--- src/rtl/serial_alu_pkg.sv ---
// serial_alu_pkg
//   Shared definitions for the bit-serial ALU responder: op codes and the
//   FSM state encoding. Imported by serial_alu_bit_slice and
//   serial_alu_responder.
package serial_alu_pkg;

    typedef enum logic [1:0] {
        OP_ZERO = 2'd0,
        OP_ADD  = 2'd1,
        OP_XOR  = 2'd2,
        OP_LT   = 2'd3
    } op_t;

    typedef enum logic [1:0] {
        ST_IDLE  = 2'd0,
        ST_SHIFT = 2'd1,
        ST_RESP  = 2'd2
    } state_t;

endpackage

--- src/rtl/serial_alu_bit_slice.sv ---
// serial_alu_bit_slice
//   Combinational one-bit ALU step used by the serial responder.
// Ports
//   op      in   op_t  operation being performed
//   x_i     in   1     current bit of operand x
//   y_i     in   1     current bit of operand y
//   c_in    in   1     running ADD carry
//   lt_in   in   1     running LT verdict (from lower bits)
//   r_i     out  1     result bit for this position
//   c_out   out  1     next ADD carry (0 for other ops)
//   lt_out  out  1     next LT verdict
module serial_alu_bit_slice
    import serial_alu_pkg::*;
(
    input  op_t  op,
    input  logic x_i,
    input  logic y_i,
    input  logic c_in,
    input  logic lt_in,
    output logic r_i,
    output logic c_out,
    output logic lt_out
);

    // Walking LSB-first, a higher bit that differs overrides the lower verdict;
    // equal bits keep it.
    assign lt_out = (~x_i & y_i) | (~(x_i ^ y_i) & lt_in);

    always_comb begin
        r_i   = 1'b0;
        c_out = 1'b0;
        case (op)
            OP_ADD: begin
                r_i   = x_i ^ y_i ^ c_in;
                c_out = (x_i & y_i) | (x_i & c_in) | (y_i & c_in);
            end
            OP_XOR:  r_i = x_i ^ y_i;
            default: r_i = 1'b0;
        endcase
    end

endmodule

--- src/rtl/serial_alu_responder.sv ---
// serial_alu_responder
//   Bit-serial ALU responder: accepts one (select, x, y) request on a
//   valid/ready port, processes it LSB-first one bit per clock, and returns
//   the result on a valid/ready response port.
//   Optional macro SERIAL_ALU_FLAGS_EN adds registered rsp_carry / rsp_zero.
//
//   state    | meaning
//   ST_IDLE  | ready for a request
//   ST_SHIFT | processing bit cnt of the latched operands
//   ST_RESP  | result presented, waiting for rsp_ready
// Ports
//   clk, rst               clock, synchronous active-high reset
//   req_valid/req_ready    request handshake
//   req_select, req_x/y    op code and unsigned operands
//   rsp_valid/rsp_ready    response handshake
//   rsp_z                  result
//   rsp_carry, rsp_zero    (flags build only) ADD carry-out, result==0
module serial_alu_responder
    import serial_alu_pkg::*;
#(
    parameter int WIDTH = 8
) (
    input  logic             clk,
    input  logic             rst,
    input  logic             req_valid,
    output logic             req_ready,
    input  logic [1:0]       req_select,
    input  logic [WIDTH-1:0] req_x,
    input  logic [WIDTH-1:0] req_y,
    output logic             rsp_valid,
    input  logic             rsp_ready,
    output logic [WIDTH-1:0] rsp_z
`ifdef SERIAL_ALU_FLAGS_EN
    ,
    output logic             rsp_carry,
    output logic             rsp_zero
`endif
);

    localparam int CNTW = $clog2(WIDTH) + 1;
    localparam logic [CNTW-1:0] LAST_BIT = CNTW'(WIDTH - 1);

    state_t           state, state_nxt;
    op_t              op_q;
    logic [WIDTH-1:0] x_sr, y_sr, z_q, z_nxt;
    logic [CNTW-1:0]  cnt;
    logic             carry_q, lt_q;
    logic             r_bit, c_nxt, lt_nxt;
    logic             accept;

    serial_alu_bit_slice u_slice (
        .op     (op_q),
        .x_i    (x_sr[0]),
        .y_i    (y_sr[0]),
        .c_in   (carry_q),
        .lt_in  (lt_q),
        .r_i    (r_bit),
        .c_out  (c_nxt),
        .lt_out (lt_nxt)
    );

    assign req_ready = (state == ST_IDLE) && !rst;
    assign rsp_valid = (state == ST_RESP);
    assign rsp_z     = z_q;
    assign accept    = req_valid && req_ready;

    // LT leaves only its verdict in bit 0; the others shift in from the MSB.
    always_comb begin
        z_nxt = {r_bit, z_q[WIDTH-1:1]};
        if (op_q == OP_LT) begin
            z_nxt = {{(WIDTH-1){1'b0}}, lt_nxt};
        end
    end

    always_comb begin
        state_nxt = state;
        case (state)
            ST_IDLE:  if (accept) state_nxt = ST_SHIFT;
            ST_SHIFT: if (cnt == LAST_BIT) state_nxt = ST_RESP;
            ST_RESP:  if (rsp_ready) state_nxt = ST_IDLE;
            default:  state_nxt = ST_IDLE;
        endcase
    end

    always_ff @(posedge clk) begin
        if (rst) begin
            state   <= ST_IDLE;
            op_q    <= OP_ZERO;
            x_sr    <= '0;
            y_sr    <= '0;
            z_q     <= '0;
            cnt     <= '0;
            carry_q <= 1'b0;
            lt_q    <= 1'b0;
        end else begin
            state <= state_nxt;
            if (accept) begin
                op_q    <= op_t'(req_select);
                x_sr    <= req_x;
                y_sr    <= req_y;
                cnt     <= '0;
                carry_q <= 1'b0;
                lt_q    <= 1'b0;
            end else if (state == ST_SHIFT) begin
                x_sr    <= x_sr >> 1;
                y_sr    <= y_sr >> 1;
                cnt     <= cnt + 1'b1;
                carry_q <= c_nxt;
                lt_q    <= lt_nxt;
                z_q     <= z_nxt;
            end
        end
    end

`ifdef SERIAL_ALU_FLAGS_EN
    logic zero_q;

    // carry_q only ever moves for ADD, so it already reads 0 for other ops.
    assign rsp_carry = carry_q;
    assign rsp_zero  = zero_q;

    always_ff @(posedge clk) begin
        if (rst) begin
            zero_q <= 1'b0;
        end else if (accept) begin
            zero_q <= 1'b0;
        end else if (state == ST_SHIFT && cnt == LAST_BIT) begin
            zero_q <= (z_nxt == '0);
        end
    end
`endif

endmodule

--- config.mk ---
export PLATFORM = sky130hd
export DESIGN_NAME = serial_alu_responder
export DESIGN_NICKNAME = d
export VERILOG_FILES = /design/src/rtl/serial_alu_pkg.sv /design/src/rtl/serial_alu_bit_slice.sv /design/src/rtl/serial_alu_responder.sv
export SDC_FILE = /design/constraint.sdc
export NUM_CORES = 1
export LEC_CHECK = 0
export BUFFER_PORTS_ARGS = -buffer_cell sky130_fd_sc_hd__buf_4
export CORE_ASPECT_RATIO = 0.7
export CORE_UTILIZATION = 50
export CTS_CLUSTER_SIZE = 25
export DETAILED_ROUTE_END_ITERATION = 7
export PLACE_DENSITY = 0.75
export SYNTH_ARGS = -nofsm -noshare
export SYNTH_HDL_FRONTEND = slang
export SYNTH_SLANG_ARGS = --single-unit
--- constraint.sdc ---
create_clock -name clk -period 1.6 [get_ports clk]
set_input_delay 0.16 -clock clk [delete_from_list [all_inputs] [get_ports clk]]
set_output_delay 0.16 -clock clk [all_outputs]
set_load 0.05 [all_outputs]
==> impl_metrics.ini <==
[detailed_routing]
via_count = 1343
drt_wl_total_mm = 3.19
drt_iter0_drc = 63
vias_per_cell = 5.33
drcViolationCount = 0
ant_nets = 0
wl_per_cell_um = 12.7
dr.pass1.iters = 4

[setup_path]
rrSetupSlack_ps = 130
r2r_end = rsp_z[7]
crit_path_end_kind = register
cp.required_ps = 1820
setup.worst_path.start_class = register
r2r_cells = 4
crit_slowest_cell = fa_1
critical_path.cell_chain = fa_1 -> nand2_1 -> a2111o_1 -> a21oi_1
path_class = reg -> reg
path_max_fanout = 2
slowest_delay_ps = 540
arrival_ps = 1690
r2r_start = carry_q

[status]
outcome = finished, final reports clean

[clock_network]
numCtsBuffers = 5
cts_max_path_buffers = 2
cts-resized-gates = 0
cts_max_level = 2
insertion_delay_ps = 290
cts_tree = built
holdBufCountCts = 0
cts_root_buf = clkbuf_8
clk_pin_slew_ps = 70
cts_sinks = 34
post_cts_buffers = 0

[sta]
slew_headroom = 0.759
slew_viol_final = 0
clock.fmax_ghz = 0.679
rsz0062_at_grt = false
fin_crit_ps = 1470
finalSetupTns_ps = 0
min_period_over_period = 0.920
skew_ps = 4.32
final-hold-violation-count = 0
worst_slack_ps = 127
max_slew.worst_pin.slew_ps = 357
setup-violations-final = 0

[min_path]
hold_depth = 3
holdPathEnd = op_q[1]
hold_class = in -> reg
hp-start = req_select[1]

[global_routing]
grt_pass1_vias = 1208
grt_usage = 0.216
grt_max_degree = 29
antenna_found_initial = 0
grt_remaining_overflow = 0
grt_first_pass_wirelength_mm = 5.22

[logic_synthesis]
synth_top_area_frac = 0.441
synth.most_common_cell = a21oi_1
synth_nets = 213
postSynthAreaPerCell_um2 = 8.34
ys_seq_elements = 34
syn-cell-area_mm2 = 0.00154
ys_warn_count = 0
yosysTopAreaCell = dfxtp_1
synth_commonest_cells = a21oi_1, nand2_1, dfxtp_1
synth_edf_count = 0
yosysSeqAreaShare = 0.441
yosys-top-cells-area = dfxtp_1, a21oi_1, nand2_1, ha_1, o21ai_1
syn-instance-count = 185
synth_ff_type = dfxtp_1
ys_async_sr_fraction = 0
ys_types = 31

[place]
dp_hpwl_mm = 2.18
place_ws_ps = 129
port_buffers = 31
place.gp.congestion = 0.723
dpl.cell_count = 244

[floorplanning]
die_w_um = 68.4
initial_utilization = 0.539
die_h_um = 48.5
die_area_mm2 = 0.00332
io_pins = 32
rows = 16
core_area_mm2 = 0.00286

[layout]
num_antenna_cells = 0
fin_cells = 252
fin_nets = 243
drive_gt1_frac = 0.227
area_delta_synth_final_pct = 23.4
n_fill_cell = 242

[job]
cap_violations = 0

[power]
ir_worst_vdd_uv = 527
total_power_mw = 1.96
leakage_nw = 0.745
powerDensity_mw_per_mm2 = 1030
-- layout make-up --
cell class	instances	area, um2	area share
Timing Repair Buffer	36	283	0.149
Multi-Input combinational cell	133	767	0.403
Sequential cell	34	681	0.358
Tap cell	36	45.0	0.0237
Clock buffer	5	68.8	0.0362
Clock inverter	3	40.0	0.0210
Inverter	5	18.8	0.00986
-- how the worst max path moves through the flow --
stage             start       end  slack [ps]  cells past startpoint
5_1_grt         carry_q  rsp_z[7]          60                      4
2_1_floorplan  state[1]  state[1]         180                      3
6_report        carry_q  rsp_z[7]         130                      4
3_5_place_dp    carry_q  rsp_z[7]         130                      4
3_3_place_gp    x_sr[0]  rsp_z[7]         190                      5
4_1_cts         x_sr[0]  rsp_z[7]         100                      5
-- placed cells by master, fill, tap and decap left out, types with 2 or more instances in the layout --
cell,count
buf_4,35
nand3b_1,7
inv_1,5
a211oi_1,2
clkbuf_8,5
o21ai_0,3
a21oi_1,40
ha_1,5
o21ai_1,12
nand3_1,4
nand2_1,36
nand2b_1,2
clkinv_2,2
dfxtp_1,34
nor2_1,6
-- power breakdown --
part / internal, mW / switching (mW)
Combinational: 0.121 / 0.147
Sequential: 0.890 / 0.0348
Clock: 0.458 / 0.310
Total: 1.47 / 0.492
-- cell families after synthesis --
logic type,share of synthesized area
buffers and inverters,0.0665
AO/OA/AOI/OAI,0.225
flip-flops,0.441
adder cells (fa/ha/maj),0.0535
AND/OR/NAND/NOR,0.202
XOR/XNOR,0.0114
-- critical path, delay by kind of cell (launching register included) --
family	cells	cell delay, ps
fa+ha+maj	1	540
flops	1	330
compound gates	2	480
simple gates	1	60
-- metal layers --
| metal | wire, um | vias up | GRT usage |
|---|---|---|---|
| li1 | - | 693 | - |
| met1 | 1500 | 614 | 0.268 |
| met2 | 1530 | 32 | 0.328 |
| met3 | 143 | 4 | 0.0849 |
| met4 | 21 | 0 | 0.0938 |
| met5 | 0 | - | 0 |
-- through the flow --
step	hold slack, ps	area (um2)	utilization
2_1_floorplan	296	1550	-
3_3_place_gp	409	1790	0.627
3_5_place_dp	428	1790	0.627
4_1_cts	111	1900	0.665
5_1_grt	120	1900	0.665
6_report	121	1900	0.665
-- registers in the layout, summed over array words and instances (netlist names) --
signal and cells:
carry_q 1, cnt 4, lt_q 1, op_q 2, rsp_z 8, state 2, x_sr 8, y_sr 8
Power figures use the tool's default switching activity.
